`src/rtl/seven_seg_scanner.sv`:
```
// Two-digit seven-segment scan driver with frame-synchronous double buffering.
// Define SEVENSEG_GHOST_GAP_EN to insert a dark slot between digit slots.
module seven_seg_scanner #(
  parameter int PRESCALE = 50000
) (
  input  logic       Clk,
  input  logic       Rst_n,
  input  logic [7:0] SevenSegDig1,
  input  logic [7:0] SevenSegDig2,
  input  logic       Load,
  input  logic       Blank,
  output logic [7:0] SegOut,
  output logic [1:0] DigEn,
  output logic       FrameStart,
  output logic       Pending
);

  localparam int CW = $clog2(PRESCALE);
  localparam logic [CW-1:0] LAST = CW'(PRESCALE - 1);

  typedef enum logic [1:0] {
    SHOW1 = 2'd0,
    GAP1  = 2'd1,
    SHOW2 = 2'd2,
    GAP2  = 2'd3
  } state_t;

  state_t          r_state;
  state_t          w_state_nx;
  logic [CW-1:0]   r_cnt;
  logic [7:0]      r_disp1;
  logic [7:0]      r_disp2;
  logic [7:0]      r_pend1;
  logic [7:0]      r_pend2;
  logic            r_pending;
  logic            r_fs;
  logic            w_tick;
  logic            w_commit;

  assign w_tick = (r_cnt == LAST);

  always_comb begin
    w_state_nx = r_state;
    if (w_tick) begin
      unique case (r_state)
`ifdef SEVENSEG_GHOST_GAP_EN
        SHOW1:   w_state_nx = GAP1;
        GAP1:    w_state_nx = SHOW2;
        SHOW2:   w_state_nx = GAP2;
        GAP2:    w_state_nx = SHOW1;
`else
        SHOW1:   w_state_nx = SHOW2;
        SHOW2:   w_state_nx = SHOW1;
        GAP1:    w_state_nx = SHOW1;
        GAP2:    w_state_nx = SHOW1;
`endif
        default: w_state_nx = SHOW1;
      endcase
    end
  end

  // Commit happens on the edge that moves the scan into SHOW1.
  assign w_commit = w_tick && (w_state_nx == SHOW1);

  always_ff @(posedge Clk or negedge Rst_n) begin
    if (!Rst_n) begin
      r_state <= SHOW1;
      r_cnt   <= '0;
      r_fs    <= 1'b0;
    end else begin
      r_state <= w_state_nx;
      r_cnt   <= w_tick ? '0 : r_cnt + CW'(1);
      r_fs    <= w_commit;
    end
  end

  always_ff @(posedge Clk or negedge Rst_n) begin
    if (!Rst_n) begin
      r_disp1   <= 8'h00;
      r_disp2   <= 8'h00;
      r_pend1   <= 8'h00;
      r_pend2   <= 8'h00;
      r_pending <= 1'b0;
    end else if (w_commit) begin
      r_pending <= 1'b0;
      if (Load) begin
        r_disp1 <= SevenSegDig1;
        r_disp2 <= SevenSegDig2;
      end else if (r_pending) begin
        r_disp1 <= r_pend1;
        r_disp2 <= r_pend2;
      end
    end else if (Load) begin
      r_pend1   <= SevenSegDig1;
      r_pend2   <= SevenSegDig2;
      r_pending <= 1'b1;
    end
  end

  always_comb begin
    SegOut = 8'h00;
    DigEn  = 2'b00;
    if (!Blank) begin
      unique case (r_state)
        SHOW1: begin
          SegOut = r_disp1;
          DigEn  = 2'b01;
        end
        SHOW2: begin
          SegOut = r_disp2;
          DigEn  = 2'b10;
        end
        default: begin
          SegOut = 8'h00;
          DigEn  = 2'b00;
        end
      endcase
    end
  end

  assign FrameStart = r_fs;
  assign Pending    = r_pending;

endmodule

```
`config.mk`:
```
export PLATFORM = sky130hd
export DESIGN_NAME = seven_seg_scanner
export DESIGN_NICKNAME = d
export VERILOG_FILES = /design/src/rtl/seven_seg_scanner.sv
export SDC_FILE = /design/constraint.sdc
export NUM_CORES = 1
export LEC_CHECK = 0
export CAP_MARGIN = 20
export CORE_ASPECT_RATIO = 1.25
export CORE_MARGIN = 2
export CORE_UTILIZATION = 45
export DETAILED_ROUTE_END_ITERATION = 10
export PLACE_DENSITY = 0.66
export SYNTH_ARGS = -nofsm -noshare
export SYNTH_HDL_FRONTEND = slang
export SYNTH_SLANG_ARGS = --single-unit
```
`constraint.sdc`:
```
create_clock -name Clk -period 1.95 [get_ports Clk]
set_input_delay 0.195 -clock Clk [delete_from_list [all_inputs] [get_ports Clk]]
set_output_delay 0.195 -clock Clk [all_outputs]
set_load 0.01 [all_outputs]
```
==> run metrics <==
status=complete, no violations; combinational power share=0.111; Area contributors post-synth=dfrtp_1 52%, mux2_2 7.2%, and3b_1 4.6%; detailed router's first-iteration violation count=108; P_int=1.50 mW; core area=0.00541 sq mm; via count=1861; sw frac=0.237; Avg Inst Size Synth=~12 sq um; Sequential Power Share=0.587; critical path fanouts, max=3; Starting Density=0.462; Clock Skews=between 0.01 and 0.015 ns; RSZ-0062 raised after global routing=no; gr usage total=0.186; GRT busiest layer=met2; clk slew on worst S/H paths=0.10 ns; pin count of the biggest net entering global routing=33; met1 Usage GRT=0.261; Final #Nets=just under 300; synth warn=0; worst hold-check path type=in2async; DRC=0; Num CTS Buffers=5; Synth area leader=dfrtp_1; placer congestion estimate=between 0.7 and 0.8; CP arrival=approximately 1.7 ns; Die Wd=just over 70 um; crit start category=flip-flop; IO Count=32; Routed WL=5360 um; GR met2 Demand/Resource=0.306; DP Cell Count=315; CTS tree=done; die area=a little over 0.006 sq mm; Setup TNS Final=0 ns; drt first pass iters=6; # setup viols final=0; row cnt=30; Mapped Cells=around 210; CP max stage delay=0.45 ns; number of diodes=0; aggregate global routing overflow=0; Syn Nets=roughly 240; Critical Path Sink Type=primary output; crit path time final=around 1.9 ns; Post-Layout Cell Count=333; drt wl/cell=about 16 um; Post-DP HPWL=3600 um; DR vias/cell=about 5.6; register area share after synthesis=0.521; NetSw=around 470 uW; CP Class=reg2out; Post-Syn Area=about 0.0025 sq mm; H-Tree Depth=2; clock sink count=52; Clk pwr share=0.302; Final period util=0.956; Die Height=87.3 um; clock buffer depth=2; Slew HR=0.603; distinct cell type count after synthesis=39; Tightest Pin Transition=0.590 ns; crit path cell chain=nor3b_4 > buf_6 > buf_4 > a22o_1 > clkdlybuf4s15_1; Clock Latency Late Sink=~0.3 ns; post-route ant nets=0; initial antenna violation count=0; maximum vdd drop=about 0.41 mV; number of global-route vias before repair=1777; Max-Cap Viols=0; Slew Viols, Final=0; Min Hold Slack=0.376 ns; layout cells sized above 1=0.249; post-synthesis register bit count=52; Fin. Hold Viols=0; root buffer cell=clkbuf_8; port bufs=31; static leakage=about 1.5 nW; M3 GR Usage=0.0289; critical path required time=1.75 ns; top cell type's share of synthesized area=0.521; Critical-path top delay cell=dfrtp_2; first-pass GRT wire length=9030 um; Power Dens Cells=~620 mW/mm^2; Syn-to-layout area delta=26.3%; Peak Freq=537 MHz
==> Yosys cell counts <==
library cell  instances
nand4b_4              1
xnor2_1               5
and3b_1              13
nand3_1               5
and4b_2               1
inv_1                 3
dfrtp_1              52
clkbuf_1              5
or3_4                 1
nor2b_1               3
buf_6                 2
nand2_1              16
a31o_2                1
or3_1                 2
xor2_1                5
o2bb2ai_1            13
a21oi_1              15
o21ai_0               3
nor4_1                1
mux2i_1               1
buf_2                 2
a22o_1                9
ha_1                  1
and4_2                1
and4_1                1
a211o_1               2
o31a_1                1
o21ai_4               1
mux2_2               16
o31ai_1               2
nand4_1               5
and2_2                2
o21ai_2               1
and3_1                1
nor4b_4               1
nor3_1                5
and4bb_2              2
nor3b_1               2
nor2_1               11
==> what timing repair did <==
action | in CTS | in global routing
gates resized for setup | 16 | 7
pin swaps | 1 | 1
cloned | 1 | 0
hold buffers | 1 | 0
setup endpoints to repair | 9 | 18
hold endpoints to repair | 20 | 0
buffers inserted | 7 | 2
==> layer usage <==
| layer | wire length [um] | vias up |
|---|---|---|
| li1 | - | 903 |
| met1 | 2580 | 922 |
| met2 | 2570 | 31 |
| met3 | 156 | 5 |
| met4 | 51 | 0 |
| met5 | 0 | - |
==> sequential cells by signal, indices dropped and copies added (netlist names) <==
signal and flops:
FrameStart 1, Pending 1, r_cnt 16, r_disp1 8
r_disp2 8, r_pend1 8, r_pend2 8, r_state 2
==> through the flow <==
stage | area [sq um] | worst slack (ns) | power [mW] | utilization
2_1_floorplan | 2500 | 0.127 | 1.28 | -
3_3_place_gp | 2970 | 0.0371 | 1.39 | 0.549
3_5_place_dp | 2970 | -0.00328 | 1.39 | 0.549
4_1_cts | 3130 | 0.0230 | 1.99 | 0.578
5_1_grt | 3150 | 0.00550 | 2.05 | 0.583
6_report | 3150 | 0.0861 | 1.97 | 0.583
==> critical path: cells and delay by family, from the launching register on <==
family / cells / cell delay (ns)
buffers and inverters: 3 / 0.49
DFF: 1 / 0.45
and+or+nand+nor: 1 / 0.28
AOI/OAI and AO/OA: 1 / 0.15
==> cell families (layout without fill, tap and decap cells) <==
family / after synthesis / in the layout / synth area share
muxes: 17 / 17 / 0.0762
adders and majority gates: 1 / 1 / 0.00501
DFF: 52 / 52 / 0.521
AOI/OAI and AO/OA: 48 / 48 / 0.143
xor gates and xnor gates: 10 / 10 / 0.0351
and+or+nand+nor: 74 / 74 / 0.194
buffers and inverters: 12 / 67 / 0.0251
==> layout by cell type, fill, tap and decap left out, drive strengths merged, types with 2 or more instances in the layout <==
cell type	n
and2	2
and4bb	2
dfrtp	52
nand4	5
nand3	5
dlygate4sd2	5
xnor2	5
o21ai	5
mux2	16
a22o	9
o31ai	2
clkdlybuf4s50	20
xor2	5
clkbuf	6
clkdlybuf4s15	2
and4	2
buf	27
a21oi	15
nand2	16
nor2b	3
inv	3
o2bb2ai	13
nor3	5
a211o	2
nor2	11
or3	3
nor3b	2
and3b	13
==> path summary, 6_finish.rpt <==
check | startpoint | endpoint | slack [ns] | depth (start not counted)
setup / recovery | r_state[0] | SegOut[0] | 0.09 | 5
hold / removal | Rst_n | r_disp2[5] | 0.38 | 2
setup reg to reg | r_cnt[0] | r_pend2[4] | 0.15 | 6
hold reg to reg | r_cnt[0] | r_cnt[0] | 0.49 | 1
max in group asynchronous | Rst_n | r_cnt[15] | 1.02 | 3
min in group Clk | r_cnt[0] | r_cnt[0] | 0.49 | 1
==> power by group through the flow <==
stage	clock (mW)	sequential, mW	combinational (mW)
floorplan	0	1.17	0.110
finish	0.594	1.15	0.217
global route	0.652	1.16	0.239
global placement	0	1.17	0.217
detailed placement	0	1.17	0.220
CTS	0.612	1.15	0.220
==> final cells by class <==
cell class,instances,area [sq um]
multi-input cells,150,1150
inverters,3,11.3
well taps,64,80.1
flip-flops and latches,52,1300
fillers,480,2250
repair buffers,57,524
clock buffers,5,68.8
clock inverters,2,12.5
Power figures use the tool's default switching activity.
